### config.mk
export PLATFORM = sky130hd
export DESIGN_NAME = snake_step_sequencer
export DESIGN_NICKNAME = d
export VERILOG_FILES = /design/src/rtl/snake_pkg.sv /design/src/rtl/phase_timer.sv /design/src/rtl/snake_step_sequencer.sv
export SDC_FILE = /design/constraint.sdc
export NUM_CORES = 1
export LEC_CHECK = 0
export BUFFER_PORTS_ARGS = -buffer_cell sky130_fd_sc_hd__buf_4
export CAP_MARGIN = 25
export CORE_MARGIN = 3
export CORE_UTILIZATION = 57
export CTS_CLUSTER_SIZE = 14
export DETAILED_ROUTE_END_ITERATION = 10
export PLACE_DENSITY_LB_ADDON = 0.15
export SYNTH_ARGS = -nofsm -noshare
export SYNTH_HDL_FRONTEND = slang
export SYNTH_SLANG_ARGS = --single-unit
export TNS_END_PERCENT = 30
### constraint.sdc
create_clock -name clk -period 4.45 [get_ports clk]
set_input_delay 0 -clock clk [delete_from_list [all_inputs] [get_ports clk]]
set_output_delay 0 -clock clk [all_outputs]
set_load 0.05 [all_outputs]
### src/rtl/snake_pkg.sv
// Shared types and constants for the snake game datapath and its step sequencer.
package snake_pkg;

  typedef enum logic [3:0] {
    S_IDLE,
    S_INIT,
    S_APPLE,
    S_RUN,
    S_PAUSE,
    S_MOVE,
    S_FIELD,
    S_CHECK,
    S_OVER
  } seq_state_t;

  localparam int DEF_TIMEOUT = 4096;
  localparam int OVR_W       = 8;

  // Playfield geometry used by the field/snake datapaths.
  localparam int FIELD_W     = 32;
  localparam int FIELD_H     = 24;

endpackage

### src/rtl/phase_timer.sv
// Per-phase stall watchdog: reloads on every phase entry, flags expiry TIMEOUT-1 cycles later.
module phase_timer #(
  parameter int TIMEOUT = 4096
) (
  input  logic clk,
  input  logic rst,
  input  logic load,
  output logic expired
);

  localparam int CW = (TIMEOUT > 2) ? $clog2(TIMEOUT) : 1;
  localparam logic [CW-1:0] LOAD_VAL = CW'(TIMEOUT - 1);

  logic [CW-1:0] cnt;

  // Holds at zero once expired so a late done strobe is still seen as expired.
  always_ff @(posedge clk) begin
    if (rst || load) cnt <= LOAD_VAL;
    else if (cnt != '0) cnt <= cnt - 1'b1;
  end

  assign expired = (cnt == '0);

endmodule

### src/rtl/snake_step_sequencer.sv
// Turns each game tick into a handshaked move/field/check/apple sequence; owns start, pause,
// score, overrun counting and stall detection. All outputs are registered off next state.
module snake_step_sequencer
  import snake_pkg::*;
#(
  parameter int TIMEOUT = DEF_TIMEOUT,
  parameter int SCORE_W = 16
) (
  input  logic               clk,
  input  logic               rst,
  input  logic               tick,
  input  logic               start,
  input  logic               pause,
  input  logic               move_done,
  input  logic               field_done,
  input  logic               check_done,
  input  logic               check_dead,
  input  logic               check_grow,
  input  logic               apple_done,
  output logic               game_clr,
  output logic               move_req,
  output logic               field_req,
  output logic               check_req,
  output logic               apple_req,
  output logic               grow,
  output logic               running,
  output logic               game_over,
  output logic [SCORE_W-1:0] score,
  output logic [OVR_W-1:0]   overrun_cnt,
  output logic               timeout_err
);

  seq_state_t state, state_n;
  logic       expired, stall, grow_set, busy;

  // A request register is high only in a phase's first cycle, so it masks same-cycle dones.
  logic move_ok, field_ok, check_ok, apple_ok;
  assign move_ok  = move_done  & ~move_req;
  assign field_ok = field_done & ~field_req;
  assign check_ok = check_done & ~check_req;
  assign apple_ok = apple_done & ~apple_req;

  assign busy = (state == S_MOVE) || (state == S_FIELD) ||
                (state == S_CHECK) || (state == S_APPLE);

  phase_timer #(.TIMEOUT(TIMEOUT)) u_phase_timer (
    .clk     (clk),
    .rst     (rst),
    .load    (state_n != state),
    .expired (expired)
  );

  always_comb begin
    state_n  = state;
    stall    = 1'b0;
    grow_set = 1'b0;
    case (state)
      S_IDLE:  if (start) state_n = S_INIT;
      S_INIT:  state_n = S_APPLE;
      S_RUN: begin
        if (pause)     state_n = S_PAUSE;
        else if (tick) state_n = S_MOVE;
      end
      S_PAUSE: begin
        if (start)      state_n = S_INIT;
        else if (pause) state_n = S_RUN;
      end
      S_MOVE: begin
        if (move_ok)      state_n = S_FIELD;
        else if (expired) begin state_n = S_OVER; stall = 1'b1; end
      end
      S_FIELD: begin
        if (field_ok)     state_n = S_CHECK;
        else if (expired) begin state_n = S_OVER; stall = 1'b1; end
      end
      S_CHECK: begin
        if (check_ok) begin
          if (check_dead)      state_n = S_OVER;
          else if (check_grow) begin state_n = S_APPLE; grow_set = 1'b1; end
          else                 state_n = S_RUN;
        end else if (expired) begin
          state_n = S_OVER;
          stall   = 1'b1;
        end
      end
      S_APPLE: begin
        if (apple_ok)     state_n = S_RUN;
        else if (expired) begin state_n = S_OVER; stall = 1'b1; end
      end
      S_OVER:  if (start) state_n = S_INIT;
      default: state_n = S_IDLE;
    endcase
  end

  always_ff @(posedge clk) begin
    if (rst) begin
      state       <= S_IDLE;
      game_clr    <= 1'b0;
      move_req    <= 1'b0;
      field_req   <= 1'b0;
      check_req   <= 1'b0;
      apple_req   <= 1'b0;
      grow        <= 1'b0;
      running     <= 1'b0;
      game_over   <= 1'b0;
      score       <= '0;
      overrun_cnt <= '0;
      timeout_err <= 1'b0;
    end else begin
      state     <= state_n;
      game_clr  <= (state_n == S_INIT);
      move_req  <= (state_n == S_MOVE)  && (state != S_MOVE);
      field_req <= (state_n == S_FIELD) && (state != S_FIELD);
      check_req <= (state_n == S_CHECK) && (state != S_CHECK);
      apple_req <= (state_n == S_APPLE) && (state != S_APPLE);
      running   <= (state_n == S_APPLE) || (state_n == S_RUN) || (state_n == S_MOVE) ||
                   (state_n == S_FIELD) || (state_n == S_CHECK);
      game_over <= (state_n == S_OVER);
      if (state_n == S_INIT) begin
        score       <= '0;
        overrun_cnt <= '0;
        timeout_err <= 1'b0;
        grow        <= 1'b0;
      end else begin
        if (grow_set) begin
          grow <= 1'b1;
          if (score != '1) score <= score + 1'b1;
        end else if (state == S_APPLE && apple_ok) begin
          grow <= 1'b0;
        end
        // Ticks landing mid-step are dropped, only counted.
        if (tick && busy && overrun_cnt != '1) overrun_cnt <= overrun_cnt + 1'b1;
        if (stall) timeout_err <= 1'b1;
      end
    end
  end

endmodule

==> metrics.txt <==
status complete, no violations; XOR/XNOR share of the synthesized area 7.23%; RSZ-0062 raised after global routing no; final setup vio count 0; vias in the first global route 2188; CP endpoint kind register; Worst-Margin Slew 0.933 ns; die width 72.8 µm; final worst-path cycle share 75.0%; via count 2305; DRT Wirelength 5880 µm; Non-Filler Instances 389; Placer Congestion 0.987; Flop pwr share 47.6%; adder-cell share of the synthesized area 1.47%; initial antenna violation count 0; Crit path max-delay family simple AND/OR/NAND/NOR gates; Worst R2R End u_phase_timer.cnt[9]$_SDFFE_PP1N_; Slew HR 37.8%; R2R cell count 8; grt ovf 0; final worst setup slack 1.11 ns; crit path buf inv count 1; Yosys top cell area share 38.5%; DR pass1 iterations 4; post-place setup slack 1.15 ns; Synth Register Bits 49; ys flop type dfxtp_1; synthesized instance count 297; die area 0.00530 mm²; Peak VDD IR 0.000207 V; Lkg Pwr 1.16 nW; net switching power 0.308 mW; r2r setup slk 1.11 ns; Net Sw Frac 30.4%; Avg Cell Area, Syn 8.57 µm²; final net count 352; DRC viols 0; Mapped Nets 311; Post-synth ARST share 0%; num rows 23; largest family of logic cells by synthesized area simple AND/OR/NAND/NOR gates; post-synthesis sequential area ratio 38.5%; post-cts resize count 0; Gate power share 20.3%; r2r startpoint u_phase_timer.cnt[0]$_SDFFE_PP1N_; DP Area 0.00286 mm²; TNS Setup 0 ns; clock slew seen by the registers of the worst setup and hold paths 0.09 ns; Internal 0.705 mW; ANT nets after route 0; post-synthesis compound-gate area fraction 14.6%; root buffer cell clkbuf_8; Longest Clk Path Bufs 2; WP data arrival 3.48 ns; Slowest-stage cell, CP a221oi_2; Synth cell types 60; area leader, netlist dfxtp_1; Power Total 1.01 mW; Initial Util 61.4%; crit path max fanout 12; synth top area cells dfxtp_1 39%, nor2_1 4.6%, xor2_1 4.5%, nand2_1 4.3%, xnor2_1 2.8%; worst hold stages 3; Area Overhead vs Synth 17.9%; Worst-Skew Late Latency 0.31 ns; CTS tree yes; top cells by count, synth 49 x dfxtp_1, 31 x nor2_1, 29 x nand2_1; Hold Startpoint start; Fmax 300 MHz; CP max stage delay 0.77 ns; Tot GR Track Use 23.7%; TritonCTS buffer count 5; Clock Power Share 32.1%; first-pass GRT wire length 10100 µm; ANT cells 0; Fin. Hold Viols 0; final instance area 0.00300 mm²; EDFF count, synth 0; Period minus WS final 3.34 ns; I/O pin total 44; Hold/Removal Path Class input pin to register; Placed Cells 379; Final Skew 0.00455 ns; area of the mapped netlist 0.00254 mm²; Hold EP game_clr$_SDFF_PP0_; Post-Synth Simple-Gate Area 32.2%; core box area 0.00414 mm²; Final Slew Violations 0; mux contribution to synthesized area 1.97%; Synth warnings 0; clk sinks 49; Filler cells 354; Port Buffers 43; H-tree depth 2; DP HPWL 4160 µm; CP Launch Type register; vias per std cell 5.93; pwr/cell area 338 mW/mm²; WL/cell 15.1 µm; critical path data required time 4.59 ns; largest net degree at the start of global routing 27; critical path start-end classification register to register; top-count cell post-synth dfxtp_1; die height 72.8 µm; 1st-iter DRT viols 127; crit-path cells inv_1, ha_1, nor4b_1, and3_1, nor2_1, or3_1, a221oi_2, o21ai_0; MaxCap Viol Count 0; layout cell share with drive strength beyond 1 19.2%
-- registers in the layout, summed over array words and instances, names as in the netlist --
signal / count
running: 1
state: 4
game_clr: 1
apple_req: 1
check_req: 1
grow: 1
u_phase_timer.cnt: 12
field_req: 1
overrun_cnt: 8
game_over: 1
score: 16
move_req: 1
timeout_err: 1
-- per-stage QoR --
| step | utilization (%) | hold slack [ns] |
|---|---|---|
| 2_1_floorplan | - | 0.267 |
| 3_3_place_gp | 69.1 | 0.261 |
| 3_5_place_dp | 69.1 | 0.265 |
| 4_1_cts | 72.0 | 0.0951 |
| 5_1_grt | 72.4 | 0.0973 |
| 6_report | 72.4 | 0.107 |
-- cell usage in the layout, fill, tap and decap left out, types with 3 or more instances in the layout --
cell type | Yosys | layout
dfxtp_1 | 49 | 49
buf_4 | 1 | 43
nor2_1 | 31 | 31
nand2_1 | 29 | 29
nor3_1 | 13 | 13
xor2_1 | 13 | 13
a21oi_1 | 11 | 11
nand3_1 | 10 | 10
inv_1 | 8 | 8
nor2b_1 | 8 | 8
o21ai_0 | 8 | 8
xnor2_1 | 8 | 8
nand2b_1 | 7 | 7
nor4_1 | 6 | 6
or3_1 | 6 | 6
a211oi_1 | 5 | 5
nand4_1 | 5 | 5
mux2i_1 | 5 | 5
clkbuf_8 | 0 | 5
or2_2 | 4 | 4
and4_1 | 4 | 4
nor4b_1 | 3 | 3
and3_1 | 3 | 3
nor3b_1 | 3 | 3
ha_1 | 3 | 3
-- metal layers --
| layer | global-route usage, % | part of all wire [%] |
|---|---|---|
| met2 | 38.2 | 48 |
| met4 | 6.97 | 1.0 |
| met5 | 0 | 0 |
| met3 | 4.96 | 4.5 |
| met1 | 32.0 | 47 |
-- how the worst max path moves through the flow --
stage / to / cells after the start / from / slack (ns)
5_1_grt: u_phase_timer.cnt[9]$_SDFFE_PP1N_ / 8 / u_phase_timer.cnt[0]$_SDFFE_PP1N_ / 0.77
3_5_place_dp: u_phase_timer.cnt[9]$_SDFFE_PP1N_ / 8 / u_phase_timer.cnt[0]$_SDFFE_PP1N_ / 1.15
4_1_cts: u_phase_timer.cnt[9]$_SDFFE_PP1N_ / 8 / u_phase_timer.cnt[0]$_SDFFE_PP1N_ / 1.13
3_3_place_gp: u_phase_timer.cnt[9]$_SDFFE_PP1N_ / 8 / u_phase_timer.cnt[0]$_SDFFE_PP1N_ / 1.35
2_1_floorplan: u_phase_timer.cnt[3]$_SDFFE_PP1N_ / 7 / apple_req$_SDFF_PP0_ / 2.05
6_report: u_phase_timer.cnt[9]$_SDFFE_PP1N_ / 8 / u_phase_timer.cnt[0]$_SDFFE_PP1N_ / 1.11
-- final cells by class --
class	count	area [µm²]	share of cell area (%)
multi-input combinational	228	1460	48.8
inverter	9	33.8	1.13
timing repair buffer	45	348	11.6
clock buffer	6	72.6	2.42
sequential	49	981	32.7
tap	50	62.6	2.09
clock inverter	2	38.8	1.29
-- worst register-to-register path, cell delays in order, from the launching register on --
cell and delay (ns):
dfxtp_1 0.33, inv_1 0.09, ha_1 0.20, nor4b_1 0.54, and3_1 0.52, nor2_1 0.14, or3_1 0.38, a221oi_2 0.77
o21ai_0 0.20
-- power by group through the flow --
stage	logic [mW]	clock network (mW)	registers (mW)
after floorplan	0.143	0	0.501
after global routing	0.226	0.349	0.486
after global placement	0.198	0	0.491
after CTS	0.199	0.330	0.482
after detailed placement	0.197	0	0.492
final	0.206	0.325	0.482
-- logic make-up after synthesis --
logic type | Yosys count
muxes | 5
adders and majority gates | 3
and+or+nand+nor | 149
DFF | 49
buffers and inverters | 20
AOI/OAI and AO/OA | 50
xor gates and xnor gates | 21
-- what timing repair did --
item,4_1_cts,5_1_grt
hold buffers,1,0
hold endpoints to repair,7,0
setup buffers,0,0
endpoints found under the setup margin,0,0
(Power assumes the default switching activity.)
